`src/rtl/bram_ctrl_pkg.sv`:
```
// Shared types and constants for the BRAM access controller.
package bram_ctrl_pkg;

    typedef enum logic [0:0] {
        StIdle = 1'b0,
        StRead = 1'b1
    } ctrl_state_e;

    // Response buffer depth; also the read credit limit.
    localparam int unsigned RSP_FIFO_DEPTH   = 2;
    // Cycles from address to registered read data on the attached RAM.
    localparam int unsigned RAM_READ_LATENCY = 1;

endpackage

```
`src/rtl/bram_rsp_skid.sv`:
```
// Two-entry first-word-fall-through buffer for read responses.
module bram_rsp_skid
    import bram_ctrl_pkg::*;
#(
    parameter int unsigned WIDTH = 33
) (
    input  logic             clk,
    input  logic             rst_n,
    input  logic             push,
    input  logic [WIDTH-1:0] din,
    input  logic             pop,
    output logic [WIDTH-1:0] dout,
    output logic [1:0]       count
);

    logic [WIDTH-1:0] entry0_q, entry0_d;
    logic [WIDTH-1:0] entry1_q, entry1_d;
    logic [1:0]       count_q, count_d;
    logic             pop_en;

    // Next-state for the head/tail entries; entry0 is always the head.
    always_comb begin
        entry0_d = entry0_q;
        entry1_d = entry1_q;
        count_d  = count_q;
        pop_en   = pop && (count_q != 2'd0);
        unique case ({push, pop_en})
            2'b10: begin
                if (count_q == 2'd0) entry0_d = din;
                else                 entry1_d = din;
                count_d = count_q + 2'd1;
            end
            2'b01: begin
                entry0_d = entry1_q;
                count_d  = count_q - 2'd1;
            end
            2'b11: begin
                if (count_q == 2'd1) begin
                    entry0_d = din;
                end else begin
                    entry0_d = entry1_q;
                    entry1_d = din;
                end
            end
            default: ;
        endcase
    end

    // Storage and occupancy registers.
    always_ff @(posedge clk) begin
        if (!rst_n) begin
            entry0_q <= '0;
            entry1_q <= '0;
            count_q  <= 2'd0;
        end else begin
            entry0_q <= entry0_d;
            entry1_q <= entry1_d;
            count_q  <= count_d;
        end
    end

    assign dout  = entry0_q;
    assign count = count_q;

endmodule

```
`src/rtl/bram_access_ctrl.sv`:
```
// Request/response front end for a single-port BRAM: single writes, burst reads.
module bram_access_ctrl
    import bram_ctrl_pkg::*;
#(
    parameter int unsigned ADDR_WIDTH = 13,
    parameter int unsigned DATA_WIDTH = 32,
    parameter int unsigned LEN_WIDTH  = 4
) (
    input  logic                  clk,
    input  logic                  rst_n,
    input  logic                  req_valid,
    output logic                  req_ready,
    input  logic                  req_we,
    input  logic [ADDR_WIDTH-1:0] req_addr,
    input  logic [DATA_WIDTH-1:0] req_wdata,
    input  logic [LEN_WIDTH-1:0]  req_len,
    output logic                  rsp_valid,
    input  logic                  rsp_ready,
    output logic [DATA_WIDTH-1:0] rsp_data,
    output logic                  rsp_last,
    output logic                  busy,
    output logic                  ram_we,
    output logic [ADDR_WIDTH-1:0] ram_addr,
    output logic [DATA_WIDTH-1:0] ram_din,
    input  logic [DATA_WIDTH-1:0] ram_dout
);

    ctrl_state_e           state_q, state_d;
    logic [ADDR_WIDTH-1:0] cur_addr_q, cur_addr_d;
    logic [LEN_WIDTH-1:0]  remaining_q, remaining_d;
    logic                  inflight_q, inflight_d;
    logic                  inflight_last_q, inflight_last_d;
    logic [1:0]            fifo_count;
    logic [DATA_WIDTH:0]   fifo_dout;
    logic                  pop;
    logic                  issue;
    logic [2:0]            credit;

    assign pop = rsp_valid && rsp_ready;

    // Words committed to the buffer once in-flight data lands, net of this cycle's pop.
    assign credit = {1'b0, fifo_count} + {2'b00, inflight_q} - {2'b00, pop};
    assign issue  = (state_q == StRead) && (credit < 3'(RSP_FIFO_DEPTH));

    // FSM next-state, burst bookkeeping and RAM port drive.
    always_comb begin
        state_d         = state_q;
        cur_addr_d      = cur_addr_q;
        remaining_d     = remaining_q;
        inflight_d      = 1'b0;
        inflight_last_d = 1'b0;
        req_ready       = 1'b0;
        ram_we          = 1'b0;
        ram_addr        = cur_addr_q;
        unique case (state_q)
            StIdle: begin
                req_ready = rst_n;
                ram_addr  = req_addr;
                if (req_valid && rst_n) begin
                    if (req_we) begin
                        ram_we = 1'b1;
                    end else begin
                        cur_addr_d  = req_addr;
                        remaining_d = req_len;
                        state_d     = StRead;
                    end
                end
            end
            StRead: begin
                if (issue) begin
                    inflight_d      = 1'b1;
                    inflight_last_d = (remaining_q == '0);
                    cur_addr_d      = cur_addr_q + ADDR_WIDTH'(1);
                    remaining_d     = remaining_q - LEN_WIDTH'(1);
                    if (remaining_q == '0) state_d = StIdle;
                end
            end
            default: state_d = StIdle;
        endcase
    end

    // Controller state registers.
    always_ff @(posedge clk) begin
        if (!rst_n) begin
            state_q         <= StIdle;
            cur_addr_q      <= '0;
            remaining_q     <= '0;
            inflight_q      <= 1'b0;
            inflight_last_q <= 1'b0;
        end else begin
            state_q         <= state_d;
            cur_addr_q      <= cur_addr_d;
            remaining_q     <= remaining_d;
            inflight_q      <= inflight_d;
            inflight_last_q <= inflight_last_d;
        end
    end

    // RAM output is valid the cycle after an issue; capture it with its last tag.
    bram_rsp_skid #(
        .WIDTH (DATA_WIDTH + 1)
    ) u_rsp_skid (
        .clk   (clk),
        .rst_n (rst_n),
        .push  (inflight_q),
        .din   ({inflight_last_q, ram_dout}),
        .pop   (pop),
        .dout  (fifo_dout),
        .count (fifo_count)
    );

    assign ram_din   = req_wdata;
    assign rsp_valid = rst_n && (fifo_count != 2'd0);
    assign rsp_data  = fifo_dout[DATA_WIDTH-1:0];
    assign rsp_last  = fifo_dout[DATA_WIDTH];
    assign busy      = rst_n && ((state_q == StRead) || inflight_q || (fifo_count != 2'd0));

endmodule

```
`config.mk`:
```
export PLATFORM = sky130hd
export DESIGN_NAME = bram_access_ctrl
export DESIGN_NICKNAME = d
export VERILOG_FILES = /design/src/rtl/bram_ctrl_pkg.sv /design/src/rtl/bram_rsp_skid.sv /design/src/rtl/bram_access_ctrl.sv
export SDC_FILE = /design/constraint.sdc
export NUM_CORES = 1
export LEC_CHECK = 0
export BUFFER_PORTS_ARGS = -buffer_cell sky130_fd_sc_hd__buf_2
export CORE_MARGIN = 1
export CORE_UTILIZATION = 52
export CTS_BUF_LIST = sky130_fd_sc_hd__clkbuf_4 sky130_fd_sc_hd__clkbuf_8 sky130_fd_sc_hd__clkbuf_16
export DETAILED_ROUTE_END_ITERATION = 7
export HOLD_SLACK_MARGIN = 0.02
export PLACE_DENSITY = 0.83
export SLEW_MARGIN = 40
export SYNTH_ARGS = -nofsm -noshare
export SYNTH_HDL_FRONTEND = slang
export SYNTH_SLANG_ARGS = --single-unit
```
`constraint.sdc`:
```
create_clock -name clk -period 7.5 [get_ports clk]
set_input_delay 2.25 -clock clk [delete_from_list [all_inputs] [get_ports clk]]
set_output_delay 2.25 -clock clk [all_outputs]
set_load 0.01 [all_outputs]
```
**After elaboration in Yosys (flattened, before gate mapping)**

Index checks and enable logic that the tools add are counted.

- Bits in read-only memories: 0
- Word-level logic and storage cells: 71
- Register bits after elaboration: 88
- Bits in latches: 0
- Output and inout bits: 82
- Bits in writable memories: 0
- Input port bits: 86
- Memories: 0

- Equality and inequality tests: 10
- Shifts and indexed selects: 0
- Reduce and logical (&&, ||, !) cells: 19
- $lt $le $gt $ge: 1
- Multipliers: 0
- $add $sub $neg: 6
- Bitwise logic cells: 1
- Multiplexer cells: 26
- Div/mod/pow operators: 0

Operators by type and width:

| operator | number |
|---|---|
| 33-bit 2-to-1 mux | 4 |
| 33-bit one-hot mux with 3 select lines | 1 |
| 33-bit one-hot mux with 2 select lines | 1 |
| 13-bit 2-to-1 mux | 4 |
| 13-bit one-hot mux with 2 select lines | 1 |
| 13-bit by 1-bit adder with 13-bit output (second input constant) | 1 |
| 4-bit 2-to-1 mux | 3 |
| 1-bit 2-to-1 mux | 9 |
| 3-bit AND reduction | 3 |
| 2-bit inequality test (second input constant) | 4 |
| 4-bit one-hot mux with 2 select lines | 1 |
| 1-bit logical AND | 6 |
| 2-bit nonzero test | 3 |
| 2-bit by 1-bit equality test with 1-bit output (second input constant) | 2 |
| 2-bit equality test (second input constant) | 2 |
| 4-bit logical NOT | 1 |
| 2-bit by 1-bit inequality test with 1-bit output (second input constant) | 2 |
| 2-bit one-hot mux with 2 select lines | 1 |
| 2-bit AND reduction | 2 |
| 4-bit by 1-bit subtractor with 4-bit output (second input constant) | 1 |
| 2-bit by 1-bit adder with 3-bit output | 1 |
| 3-bit by 2-bit less-than comparator with 1-bit output (second input constant) | 1 |
| 3-bit nonzero test | 1 |
| 3-bit by 1-bit subtractor with 3-bit output | 1 |
| 6 further kinds | 7 |

**Logic depth before layout (Yosys ltp)**

Gate-level depths: netlist of the first run.

- Depth in word-level cells: 8
- Gate-level depth with buffers: 12
- Depth with buffers taken out: 11

**Cells and area by module**

From an unflattened synthesis of the first run, not the netlist that was laid out.

- Cells, all modules: 594
- Area, all modules: 4807.1 um^2

Modules (own cells, without submodules):

| module | sequential area each (um^2) | area each (um^2) | instances | cells an instance |
|---|---|---|---|---|
| bram_rsp_skid | 1361.3 | 3136.8 | 1 | 374 |
| bram_access_ctrl | 400.4 | 1670.4 | 1 | 220 |

**Least setup slack after synthesis of the first run**

OpenSTA, ideal clock, no wires.

- Path kind: input -> output
- Start point: input rst_n
- End point: output rsp_valid
- Arrival time: 3.103 ns
- Buffers on the path: 3
- Slack: 2.147 ns
- Data required time: 5.250 ns
- Stages on the path: 5
- Cells stage by stage: buf_6 > inv_1 > clkbuf_1 > clkbuf_1 > nor2_1

- Cells in the longest elaborated chain, start to end: 1

Ends and longest elaborated chain:

| item | line | RTL |
|---|---|---|
| start, declared | bram_access_ctrl.sv:10 | `input logic rst_n,` |
| 1-bit logical AND | bram_access_ctrl.sv:113 | `assign rsp_valid = rst_n && (fifo_count != 2'd0);` |
| end, declared | bram_access_ctrl.sv:17 | `output logic rsp_valid,` |

No other way between the ends.

**Worst setup path after layout of the first run**

- Start point: input rst_n
- End point: output ram_we

- Cells in the longest elaborated chain, start to end: 3

Ends and longest elaborated chain:

| item | line | RTL |
|---|---|---|
| 1-bit logical AND | bram_access_ctrl.sv:59 | `if (req_valid && rst_n) begin` |
| 1-bit 2-to-1 mux | bram_access_ctrl.sv:59 |  |
| 1-bit 2-to-1 mux | bram_access_ctrl.sv:55 | `unique case (state_q)` |
| end, declared | bram_access_ctrl.sv:22 | `output logic ram_we,` |

No other way between the ends.

==> flow_summary.ini, run 1 <==
[detailed_routing]
viasPerCell = 5.73
drtIter0Drc = 220
drtAntennaViolNets = 0
drc_errors = 0
wire_per_inst_um = 14.4
wl_mm = 10.0
vias = 3979
dr.pass1.iters = 5

[yosys]
synth-seq-area-share = 0.409
ys_async_sr_fraction = 0
synth.cell_area_um2 = 4300
synth_edf_count = 0
synthDistinctLibCells = 53
syn-num-nets = 632
synth_ff_type = dfxtp_1
synth_cells = 538
yosysWarningCount = 0
synth.ff_latch_count = 88
synth.avg_cell_area_um2 = 8.00

[worst_hold_path]
min_to = u_rsp_skid.entry1_q[12]
hp-class = reg -> reg
hold_start = u_rsp_skid.entry1_q[12]
hold_depth = 2

[floorplan]
core_um2 = 7850
ios = 168
die_area_um2 = 8650
die_w_um = 93.0
die_h_um = 93.0
initial_core_util = 0.548
row_count = 32

[timing]
hold_violations = 0
tightest_slew_ns = 0.800
maxSlewHeadroom = 0.463
fin_crit_sh = 0.745
max_freq_ghz = 0.179
setup_ws_ns = 1.91
skew_ns = 0.00908
finalCriticalPeriod_ns = 5.59
setup_tns_ns = 0
setup_viol = 0
rsz0062_at_grt = false
final_max_slew_viol_count = 0

[finish]
final_cell_mix = buf_2, nand2_1, dfxtp_1, nor2_1, a21oi_1
area_growth_pct = 12.0
antennaDiodeCount = 0
fin_util = 0.614
drive_gt1_frac = 0.240
nets = 682
final_cells = 694
mostFrequentLayoutCell = buf_2
fillerInstances = 700

[worst_setup_path]
crit_arrival_ns = 3.34
cp_num_buf_inv = 3
r2r-end = cur_addr_q[12]
start_kind = input pin
worstReg2RegStart = u_rsp_skid.count[1]
path_max_fanout = 36
slowest_delay_ns = 0.47
crit_path_end_kind = output pin
slowest_stage = inv_2
path_common_cell = buf_2
path_cells = buf_2 -> inv_2 -> nor2_1 -> and3_1 -> buf_2
critical_path_class = in -> out
r2r_slack_ns = 4.60
critPathRequiredTime_ns = 5.25
critPathTopFamily = buffers and inverters
r2r_cells = 11

[global_routing]
grt_pass1_wl_mm = 16.6
antenna_found_initial = 0
grt_pass1_vias = 3669
grtUsageTotal = 0.234
grt_max_degree = 49
grt_overflow_total = 0

[place]
place_inst = 679
place_congestion = 0.827
pre_cts_slack_ns = 1.91
portBuffers = 103
hpwl_mm = 6.65

[clocking]
cts_resized = 0
cts_setup_buffers = 0
cts_tree = yes
clock-sinks = 88
htreeDepth = 3
cts.path.max_buffers = 2
clkTransAtPathRegs_ns = 0.08
cts-root-buf = clkbuf_8
clk_latency_ns = 0.35
cts_buffers = 9
cts_hold_buf = 0

[power]
leakage_uw = 0.00197
vdd_drop_max_mv = 0.164
powerDensity_nw_per_um2 = 260

[status]
outcome = finished clean

[run]
drv_cap = 0
worst min-delay path: cells and delay by family (launching register included):
| family | cells | cell delay [ns] |
|---|---|---|
| flops | 1 | 0.31 |
| simple gates | 1 | 0.05 |
| compound gates | 1 | 0.05 |
worst max path at each step:
| stage | to | start | cells past startpoint |
|---|---|---|---|
| floorplan | rsp_valid | rst_n | 5 |
| global placement | ram_we | rst_n | 5 |
| detailed placement | ram_we | rst_n | 5 |
| CTS | ram_we | rst_n | 5 |
| global route | ram_we | rst_n | 5 |
| finish | ram_we | rst_n | 5 |
kinds of logic after synthesis:
kind of cell             Yosys count  share of synthesized area
adder cells (fa/ha/maj)            8                     0.0250
buffers and inverters             84                      0.108
XOR/XNOR                           3                    0.00785
flip-flops                        88                      0.409
multiplexers                       3                    0.00756
AND/OR/NAND/NOR                  224                      0.236
AO/OA/AOI/OAI                    128                      0.206
cells in the mapped netlist (all sizes together), types with 2 or more instances:
| library cell | n | area share |
|---|---|---|
| nand2 | 103 | 0.090 |
| o41ai | 2 | 0.0041 |
| a31oi | 4 | 0.0058 |
| a32o | 4 | 0.0093 |
| nand4 | 4 | 0.0087 |
| or3 | 2 | 0.0029 |
| xor2 | 2 | 0.0041 |
| nand3 | 4 | 0.0047 |
| o31a | 3 | 0.0061 |
| nor2 | 48 | 0.042 |
| inv | 13 | 0.011 |
| a21oi | 45 | 0.055 |
| buf | 48 | 0.077 |
| a211oi | 2 | 0.0035 |
| nor4 | 2 | 0.0029 |
| nand3b | 2 | 0.0064 |
| mux2 | 2 | 0.0052 |
| nor2b | 6 | 0.0087 |
| and2 | 4 | 0.0058 |
| nor3b | 2 | 0.0035 |
| ha | 7 | 0.020 |
| a221oi | 34 | 0.069 |
| o21ai | 18 | 0.021 |
| o21a | 3 | 0.0052 |
| nor3 | 38 | 0.044 |
| o2bb2ai | 2 | 0.0041 |
| dfxtp | 88 | 0.41 |
| clkbuf | 23 | 0.020 |
| a21o | 3 | 0.0070 |
| a22o | 2 | 0.0041 |
| nand2b | 5 | 0.0073 |
stage by stage:
stage	hold WS, ns	total power (uW)	cell area, um2
floorplan	0.432	805	4300
global placement	0.441	879	4590
detailed placement	0.447	889	4590
CTS	0.459	1260	4820
global route	0.474	1320	4820
finish	0.455	1250	4820
per-layer routing:
layer / GRT usage / share of wire / vias up
met5: 0 / 0 / -
li1: - / - / 1950
met2: 0.397 / 0.48 / 188
met3: 0.0455 / 0.082 / 7
met4: 0.0808 / 0.0082 / 0
met1: 0.297 / 0.43 / 1834
final cells by class:
type                            instances  area, um2  area share
Inverter                               13       48.8      0.0101
Clock inverter                          4       76.3      0.0158
Timing Repair Buffer                  110        568       0.118
Multi-Input combinational cell        366       2090       0.433
Tap cell                              102        128      0.0265
Sequential cell                        88       1760       0.366
Clock buffer                           11        151      0.0314
where the power goes:
group	total [uW]	leakage (uW)	switching [uW]	internal, uW
clock	371	0.000112	166	205
sequential	563	0.000716	39.7	524
combinational	316	0.00114	190	127
registers in the layout (all words and copies together), names as in the netlist:
| register | flops |
|---|---|
| cur_addr_q | 13 |
| inflight_last_q | 1 |
| inflight_q | 1 |
| remaining_q | 4 |
| state_q | 1 |
| u_rsp_skid.count | 2 |
| u_rsp_skid.dout | 33 |
| u_rsp_skid.entry1_q | 33 |
(Power assumes the default switching activity.)
==> inputs of run 2 (changes only) <==
ABC_AREA = 1   (was default)
CORE_UTILIZATION = 44   (was 52)
PLACE_DENSITY = 0.74   (was 0.83)
clock period = 5.1 ns   (was 7.5 ns; I/O delays follow)
==> flow_summary.ini, run 2 <==
[global_routing]
antenna_found_initial = 0
grt_pass1_wl_mm = 16.0
grtUsageTotal = 0.194
grt_pass1_vias = 3643
grt_overflow_total = 0
grt_max_degree = 67

[yosys]
ys_top_cells_by_area = dfxtp_1, nand2_1, nor2_1
synth_cells = 627
synthDistinctLibCells = 27
muxShareOfSynthArea = 0.00229
synth_common_cells = nand2_1, nor2_1, dfxtp_1, o21ai_0, a31oi_1
ys_async_sr_fraction = 0
synth-seq-area-share = 0.404
synthAdderAreaFrac = 0.0247
yosys.area.top_type = dfxtp_1
synth_edf_count = 0
synth.avg_cell_area_um2 = 6.96
synth-simple-area-share = 0.270
synth.ff_latch_count = 88
synth_ff_type = dfxtp_1
synth.most_common_cell = nand2_1
synth.cell_area_um2 = 4360
synth-compound-area-share = 0.172
synth_top_family_by_area = simple AND/OR/NAND/NOR gates
syn-num-nets = 721
yosysWarningCount = 0
synth-xor-area-share = 0.00401
netlist.area_leader.share = 0.404

[finish]
antennaDiodeCount = 0
drive_gt1_frac = 0.207
final_cell_area_um2 = 4890
area_growth_pct = 12.0
final_cell_mix = nand2_1, nor2_1, buf_2, dfxtp_1, o21ai_0
nets = 774
mostFrequentLayoutCell = nand2_1

[worst_setup_path]
start_kind = input pin
path_depth = 5
crit_arrival_ns = 2.48
critical_path_class = in -> out
critPathCapture = ram_we
critPathRequiredTime_ns = 3.57
path_max_fanout = 18
path_cells = buf_2 -> buf_4 -> nand2_2 -> nor3_1 -> buf_2
cp-startpoint = rst_n
cp_num_buf_inv = 3
path_common_cell = buf_2
worstReg2RegStart = u_rsp_skid.count[0]
r2r_cells = 13
r2r-end = cur_addr_q[4]
critPathTopFamily = buffers and inverters
crit_path_end_kind = output pin
r2r_slack_ns = 2.46
slowest_stage = buf_2
slowest_delay_ns = 0.29

[detailed_routing]
viasPerCell = 4.94
wl_mm = 9.81
drtIter0Drc = 182
dr.pass1.iters = 4
wire_per_inst_um = 12.0
drtAntennaViolNets = 0
vias = 4021
drc_errors = 0

[clocking]
clock-sinks = 88
clk_latency_ns = 0.36
clkTransAtPathRegs_ns = 0.10
cts_hold_buf = 0
cts-root-buf = clkbuf_8
cts_buffers = 9
htreeDepth = 3
cts_setup_buffers = 0
cts_resized = 0
cts_tree = yes
cts.path.max_buffers = 2

[floorplan]
die_w_um = 102
core_um2 = 9420
ios = 168
initial_core_util = 0.463
row_count = 35
die_h_um = 102
die_area_um2 = 10300

[timing]
finalCriticalPeriod_ns = 4.01
setup_ws_ns = 1.09
tightest_slew_ns = 0.596
setup_viol = 0
skew_ns = 0.0123
setup_tns_ns = 0
max_freq_ghz = 0.250
maxSlewHeadroom = 0.602
fin_crit_sh = 0.786
rsz0062_at_grt = false
final_max_slew_viol_count = 0
hold_violations = 0

[power]
leakage_uw = 0.00239
p_total_uw = 1830
vdd_drop_max_mv = 0.159
powerDensity_nw_per_um2 = 375

[place]
place_congestion = 0.781
hpwl_mm = 6.52
placed_area_um2 = 4660
portBuffers = 103
pre_cts_slack_ns = 1.13

[worst_hold_path]
hp-class = reg -> reg

[status]
outcome = finished clean

[run]
drv_cap = 0
## run 2: cell types whose count changed after synthesis, sizes merged, moves of 5 or more
cell / delta
nand2b: -5
a21oi: -39
nand3: +10
o21ai: +81
nand2: +48
nor2b: -6
nor2: +68
nor3: -35
buf: +7
inv: +15
a31oi: +30
a221oi: -34
clkbuf: -11
## run 2: area by class of cell
| cell class | count | area [um2] |
|---|---|---|
| multi-input cells | 444 | 2070 |
| clock inverters | 7 | 100 |
| clock buffers | 9 | 124 |
| fillers | 908 | 4530 |
| repair buffers | 109 | 561 |
| inverters | 28 | 105 |
| flip-flops and latches | 88 | 1760 |
| well taps | 129 | 161 |
## run 2: cell families after synthesis
| kind of cell | count (synthesis) |
|---|---|
| xor gates and xnor gates | 2 |
| adders and majority gates | 8 |
| buffers and inverters | 95 |
| AOI/OAI and AO/OA | 140 |
| and+or+nand+nor | 293 |
| muxes | 1 |
| DFF | 88 |
## run 2: metrics by stage
| step | instances | utilization | hold WS (ns) |
|---|---|---|---|
| 6_report | 814 | 0.519 | 0.469 |
| 4_1_cts | 814 | 0.519 | 0.472 |
| 5_1_grt | 814 | 0.519 | 0.488 |
| 2_1_floorplan | 627 | - | 0.444 |
| 3_3_place_gp | 798 | 0.495 | 0.454 |
| 3_5_place_dp | 798 | 0.495 | 0.463 |
## run 2: how the worst min path moves through the flow
stage	startpoint	end	slack [ns]	cells after the start
6_report	u_rsp_skid.entry1_q[25]	u_rsp_skid.dout[25]	0.47	2
5_1_grt	u_rsp_skid.entry1_q[12]	u_rsp_skid.dout[12]	0.49	2
4_1_cts	u_rsp_skid.entry1_q[25]	u_rsp_skid.dout[25]	0.47	2
3_5_place_dp	u_rsp_skid.entry1_q[31]	u_rsp_skid.dout[31]	0.46	2
3_3_place_gp	u_rsp_skid.entry1_q[31]	u_rsp_skid.dout[31]	0.45	2
2_1_floorplan	u_rsp_skid.entry1_q[31]	u_rsp_skid.dout[31]	0.44	2
## run 2: power breakdown
part           leakage [uW]  switching (uW)  internal [uW]
Sequential         0.000718            63.5            789
Combinational       0.00155             271            164
Clock              0.000115             264            281
## run 2: worst reg2reg max path: stages, from the launching register on
cell	delay, ns
dfxtp_1	0.43
inv_1	0.09
ha_1	0.25
nand3b_4	0.21
nand2_1	0.10
nand3_1	0.12
fa_1	0.52
nand2_1	0.06
inv_1	0.07
nand3_1	0.13
nand2_4	0.23
inv_2	0.14
nor3_1	0.17
nor2_1	0.05
## run 2: metal layers
layer	global-route usage	routed length [um]	up-vias
met4	0.0870	201	0
met3	0.0497	580	22
met2	0.332	4590	121
met5	0	0	-
li1	-	-	2116
met1	0.229	4440	1762
